===== config.mk =====
export PLATFORM = sky130hd
export DESIGN_NAME = uart_rx_irr
export DESIGN_NICKNAME = d
export VERILOG_FILES = /design/src/rtl/uart_rx_irr.sv
export SDC_FILE = /design/constraint.sdc
export NUM_CORES = 1
export LEC_CHECK = 0
export ABC_CLOCK_PERIOD_IN_PS = 2250
export CORE_UTILIZATION = 56
export CTS_BUF_LIST = sky130_fd_sc_hd__clkbuf_2
export DETAILED_ROUTE_END_ITERATION = 6
export PLACE_DENSITY = 0.89
export SLEW_MARGIN = 20
export SYNTH_ARGS = -nofsm -noshare
export SYNTH_HDL_FRONTEND = slang
export SYNTH_SLANG_ARGS = --single-unit

===== constraint.sdc =====
create_clock -name clk -period 2.25 [get_ports clk]
set_clock_uncertainty 0.2 [all_clocks]
set_input_delay 0.45 -clock clk [delete_from_list [all_inputs] [get_ports clk]]
set_output_delay 0.45 -clock clk [all_outputs]
set_load 0.01 [all_outputs]

===== src/rtl/uart_rx_irr.sv =====
// 8N1 UART receiver with 2-flop input synchronizer, one-entry pending buffer
// and a four-phase irr/ack request handshake toward the CPU.
module uart_rx_irr #(
  parameter int CLKS_PER_BIT = 868
) (
  input  logic       clk,
  input  logic       reset,
  input  logic       rxd,
  input  logic       ack,
  output logic       irr,
  output logic [7:0] rx_data,
  output logic       overrun,
  output logic       frame_err
);

  localparam logic [15:0] FULL_M1 = 16'(CLKS_PER_BIT - 1);
  localparam logic [15:0] HALF_M1 = 16'((CLKS_PER_BIT / 2) - 1);

  typedef enum logic [2:0] {R_IDLE, R_START, R_DATA, R_STOP, R_BREAK} rx_state_e;
  typedef enum logic [1:0] {H_IDLE, H_REQ, H_WAIT} hs_state_e;

  logic        sync1_q, rxs_q;
  rx_state_e   rx_state_q, rx_state_d;
  logic [15:0] cnt_q, cnt_d;
  logic [2:0]  idx_q, idx_d;
  logic [7:0]  shift_q, shift_d;
  hs_state_e   hs_state_q, hs_state_d;
  logic        irr_q, irr_d;
  logic [7:0]  rx_data_q, rx_data_d;
  logic [7:0]  pend_q, pend_d;
  logic        pend_v_q, pend_v_d;
  logic        overrun_q, overrun_d;
  logic        frame_err_q, frame_err_d;
  logic        done_s, frame_set_s, ovr_set_s, clr_flags_s;

  // Receive FSM: start qualification, bit sampling, stop check and break wait
  always_comb begin
    rx_state_d  = rx_state_q;
    cnt_d       = cnt_q;
    idx_d       = idx_q;
    shift_d     = shift_q;
    done_s      = 1'b0;
    frame_set_s = 1'b0;
    case (rx_state_q)
      R_IDLE: begin
        if (!rxs_q) begin
          cnt_d      = 16'd0;
          rx_state_d = R_START;
        end else begin
          rx_state_d = R_IDLE;
        end
      end
      R_START: begin
        if (cnt_q == HALF_M1) begin
          if (rxs_q) begin
            rx_state_d = R_IDLE;
          end else begin
            cnt_d      = 16'd0;
            idx_d      = 3'd0;
            rx_state_d = R_DATA;
          end
        end else begin
          cnt_d = cnt_q + 16'd1;
        end
      end
      R_DATA: begin
        if (cnt_q == FULL_M1) begin
          shift_d[idx_q] = rxs_q;
          cnt_d          = 16'd0;
          idx_d          = idx_q + 3'd1;
          if (idx_q == 3'd7) begin
            rx_state_d = R_STOP;
          end else begin
            rx_state_d = R_DATA;
          end
        end else begin
          cnt_d = cnt_q + 16'd1;
        end
      end
      R_STOP: begin
        if (cnt_q == FULL_M1) begin
          if (rxs_q) begin
            done_s     = 1'b1;
            rx_state_d = R_IDLE;
          end else begin
            frame_set_s = 1'b1;
            rx_state_d  = R_BREAK;
          end
        end else begin
          cnt_d = cnt_q + 16'd1;
        end
      end
      R_BREAK: begin
        if (rxs_q) begin
          rx_state_d = R_IDLE;
        end else begin
          rx_state_d = R_BREAK;
        end
      end
      default: rx_state_d = R_IDLE;
    endcase
  end

  // Handshake FSM, pending buffer and sticky flags (flag set beats clear)
  always_comb begin
    hs_state_d  = hs_state_q;
    rx_data_d   = rx_data_q;
    pend_d      = pend_q;
    pend_v_d    = pend_v_q;
    ovr_set_s   = 1'b0;
    clr_flags_s = 1'b0;
    case (hs_state_q)
      H_IDLE: begin
        if (pend_v_q && !ack) begin
          rx_data_d  = pend_q;
          pend_v_d   = 1'b0;
          hs_state_d = H_REQ;
        end else begin
          hs_state_d = H_IDLE;
        end
      end
      H_REQ: begin
        if (ack) begin
          hs_state_d  = H_WAIT;
          clr_flags_s = 1'b1;
        end else begin
          hs_state_d = H_REQ;
        end
      end
      H_WAIT: begin
        if (!ack) begin
          hs_state_d = H_IDLE;
        end else begin
          hs_state_d = H_WAIT;
        end
      end
      default: hs_state_d = H_IDLE;
    endcase
    // A completed byte goes straight out only when nothing is queued or in service
    if (done_s) begin
      if ((hs_state_q == H_IDLE) && !ack && !pend_v_q) begin
        rx_data_d  = shift_q;
        hs_state_d = H_REQ;
      end else if (!pend_v_q) begin
        pend_d   = shift_q;
        pend_v_d = 1'b1;
      end else begin
        ovr_set_s = 1'b1;
      end
    end else begin
      ovr_set_s = 1'b0;
    end
    irr_d       = (hs_state_d == H_REQ);
    overrun_d   = ovr_set_s | (overrun_q & ~clr_flags_s);
    frame_err_d = frame_set_s | (frame_err_q & ~clr_flags_s);
  end

  // State registers with synchronous active-low reset
  always_ff @(posedge clk) begin
    if (!reset) begin
      sync1_q     <= 1'b1;
      rxs_q       <= 1'b1;
      rx_state_q  <= R_IDLE;
      cnt_q       <= 16'd0;
      idx_q       <= 3'd0;
      shift_q     <= 8'h00;
      hs_state_q  <= H_IDLE;
      irr_q       <= 1'b0;
      rx_data_q   <= 8'h00;
      pend_q      <= 8'h00;
      pend_v_q    <= 1'b0;
      overrun_q   <= 1'b0;
      frame_err_q <= 1'b0;
    end else begin
      sync1_q     <= rxd;
      rxs_q       <= sync1_q;
      rx_state_q  <= rx_state_d;
      cnt_q       <= cnt_d;
      idx_q       <= idx_d;
      shift_q     <= shift_d;
      hs_state_q  <= hs_state_d;
      irr_q       <= irr_d;
      rx_data_q   <= rx_data_d;
      pend_q      <= pend_d;
      pend_v_q    <= pend_v_d;
      overrun_q   <= overrun_d;
      frame_err_q <= frame_err_d;
    end
  end

  assign irr       = irr_q;
  assign rx_data   = rx_data_q;
  assign overrun   = overrun_q;
  assign frame_err = frame_err_q;

endmodule


==> run metrics <==
register bit total from synthesis 54; Post-DP Area approximately 3100 um2; Syn Nets between 300 and 400; status finished clean; post-synth top area cell dfxtp_1; CTS tree done; Worst Path Arrival between 2 and 2.5 ns; GRT Residual Overflow 0; drt pass-1 iters 4; post-route setup slack 0.0536 ns; maximum VDD drop approximately 0.33 mV; violation count after the first detailed-route iteration approximately 210; clk slew on worst S/H paths between 0.2 and 0.3 ns; post-synth top area share 0.393; largest net degree at the start of global routing 35; Synth Cell Area 2750 um2; Syn Inst Count slightly below 300; period utilization 0.976; post-synthesis sequential area ratio 0.393; Critical-path top delay cell dfxtp_2; Final Hold Vio Count 0; minimum clock period roughly 2.2 ns; clk sinks 54; RSZ-0062 raised after global routing yes; H-Tree Depth 2; clock latency on the worst-skew pair a little under 0.5 ns; Total GRT Usage 0.229; Internal Power 1.09 mW; via count between 2000 and 2500; Worst Hold Class register to register; max frequency around 460 MHz; Slew Limit Fails 0; antenna cells 0; Post-synth EDFFs 0; commonest cells in the netlist 54 x dfxtp_1, 32 x nand2_1, 22 x mux2i_1; Die ar. 5200 um2; Pwr Density ~450 nW/um2; initial antenna violation count 0; Startpoint Class register; Initial Util 0.583; count leader, synth dfxtp_1; WL final just under 6000 um; CP dominant cell by count buf_4; worst relative slew slack 0.687; clock share of power 0.286; Die Height between 70 and 80 um; synthesis-to-finish area growth 18.0%; Crit. End Element register; GP Congestion 0.878; CP Max Fanout 6; Site Rows 25; drt wl/cell between 15 and 20 um; DP HPWL 4050 um; post-route cell area between 3000 and 4000 um2; number of nets in the layout around 330; Inserted Clock Buffers 5; sw frac 0.260; CP cell instances nor4_4 -> buf_4 -> and4_4 -> buf_4 -> nand3_4 -> nor3b_2 -> mux2i_1; root buffer cell clkbuf_2; final setup violation count 0; sequential fraction of design power 0.662; Yosys cell types 57; Max stage delay on crit path 0.40 ns; core area 4720 um2; number of global-route vias before repair between 2000 and 2500; Worst EP required 2.44 ns; share of cells above drive strength 1 0.187; Leakage about 1.3 nW; DP Worst Slack -0.0619 ns; DRT antenna net count 0; Net Sw Power around 0.38 mW; dominant delay contributor by cell family on the critical path simple AND/OR/NAND/NOR gates; Synth area leaders dfxtp_1 39%, mux2i_1 8.0%, nand2_1 4.4%; Clock Path Buffers 2; Most used DFF post-synth dfxtp_1; first-pass GRT wire length 9490 um; DRC 0; WS Path Type register to register; Gate power share 0.052; final core utilization 0.688; Die Wd just over 70 um; port bufs 14; Async SR Flop Fraction 0; total number of yosys warnings 0; CP bufs+invs 2; syn_area_per_cell between 9 and 10 um2; # IOs 15; via density per instance a little under 6; Slew @ Worst Pin between 0.4 and 0.5 ns; Max Cap Viol 0
## path summary, 6_finish.rpt
| check | start | end | slack [ns] | cells past startpoint |
|---|---|---|---|---|
| min reg2reg | sync1_q | rxs_q | 0.25 | 1 |
| max | cnt_q[13] | shift_q[6] | 0.05 | 7 |
| min | sync1_q | rxs_q | 0.25 | 1 |
| max reg2reg | cnt_q[13] | shift_q[6] | 0.05 | 7 |
## layout make-up
| cell class | count | area, um2 |
|---|---|---|
| Clock inverter | 3 | 26.3 |
| Sequential cell | 54 | 1090 |
| Inverter | 4 | 15.0 |
| Tap cell | 67 | 83.8 |
| Timing Repair Buffer | 40 | 348 |
| Multi-Input combinational cell | 220 | 1660 |
| Fill cell | 352 | 1470 |
| Clock buffer | 5 | 25.0 |
## power groups by stage
| stage | Clock, mW | Combinational [mW] | Sequential, mW |
|---|---|---|---|
| global route | 0.463 | 0.0823 | 0.973 |
| detailed placement | 0 | 0.0661 | 0.988 |
| finish | 0.420 | 0.0761 | 0.971 |
| global placement | 0 | 0.0651 | 0.988 |
| CTS | 0.432 | 0.0681 | 0.972 |
| floorplan | 0 | 0.0466 | 0.984 |
## layer usage
layer / vias to the layer above / track usage / wire length, um / part of all wire
li1: 1162 / - / - / -
met1: 1092 / 0.275 / 2670 / 0.45
met2: 77 / 0.399 / 2850 / 0.48
met3: 10 / 0.0472 / 310 / 0.052
met4: 0 / 0.0893 / 112 / 0.019
met5: - / 0 / 0 / 0
## per-stage QoR
stage               total power, mW  std cells  hold slack, ns  TNS (ns)
floorplan                      1.03        298           0.186         0
global placement               1.05        383           0.190         0
detailed placement             1.05        383           0.197    -0.105
CTS                            1.47        391           0.252         0
global route                   1.52        393           0.291   -0.0667
finish                         1.47        393           0.248         0
## state kept, by name (all words and copies together), names as in the netlist, 2 cells and up
| register | flops |
|---|---|
| rx_state_q | 3 |
| rx_data | 8 |
| idx_q | 3 |
| shift_q | 8 |
| cnt_q | 16 |
| pend_q | 8 |
| hs_state_q | 2 |
## logic make-up (layout without fill, tap and decap cells)
group,Yosys count,in the layout,synth area share
and+or+nand+nor,129,129,0.271
AOI/OAI and AO/OA,59,60,0.177
DFF,54,54,0.393
buffers and inverters,25,52,0.0445
muxes,23,23,0.0841
adders and majority gates,4,4,0.0182
xor gates and xnor gates,4,4,0.0127
## cell usage in the layout, fill, tap and decap left out, types with 3 or more instances in the layout
cell / n
o311ai_1: 3
clkdlybuf4s50_1: 14
nand3_1: 9
o211a_1: 8
o211ai_1: 4
nor3b_1: 5
mux2i_1: 22
o21ai_1: 3
nor3b_2: 3
a211o_1: 3
clkbuf_2: 5
nand2_1: 32
o21ai_0: 4
dfxtp_2: 6
and3_1: 6
and2_1: 5
nand3b_1: 3
nor2b_1: 11
xnor2_1: 3
dfxtp_1: 47
nand2b_1: 5
o21a_1: 3
inv_1: 4
and4_1: 5
nand4_1: 4
nor2_1: 15
nor3_1: 11
a221o_1: 7
buf_4: 25
## repair_timing
item | 4_1_cts | 5_1_grt
hold buffers | 0 | 0
endpoints found under the hold margin | 0 | 0
cloned | 0 | 1
pin swaps | 1 | 2
endpoints found under the setup margin | 5 | 20
gates resized for setup | 8 | 16
setup buffers | 0 | 1
Power figures use the tool's default switching activity.
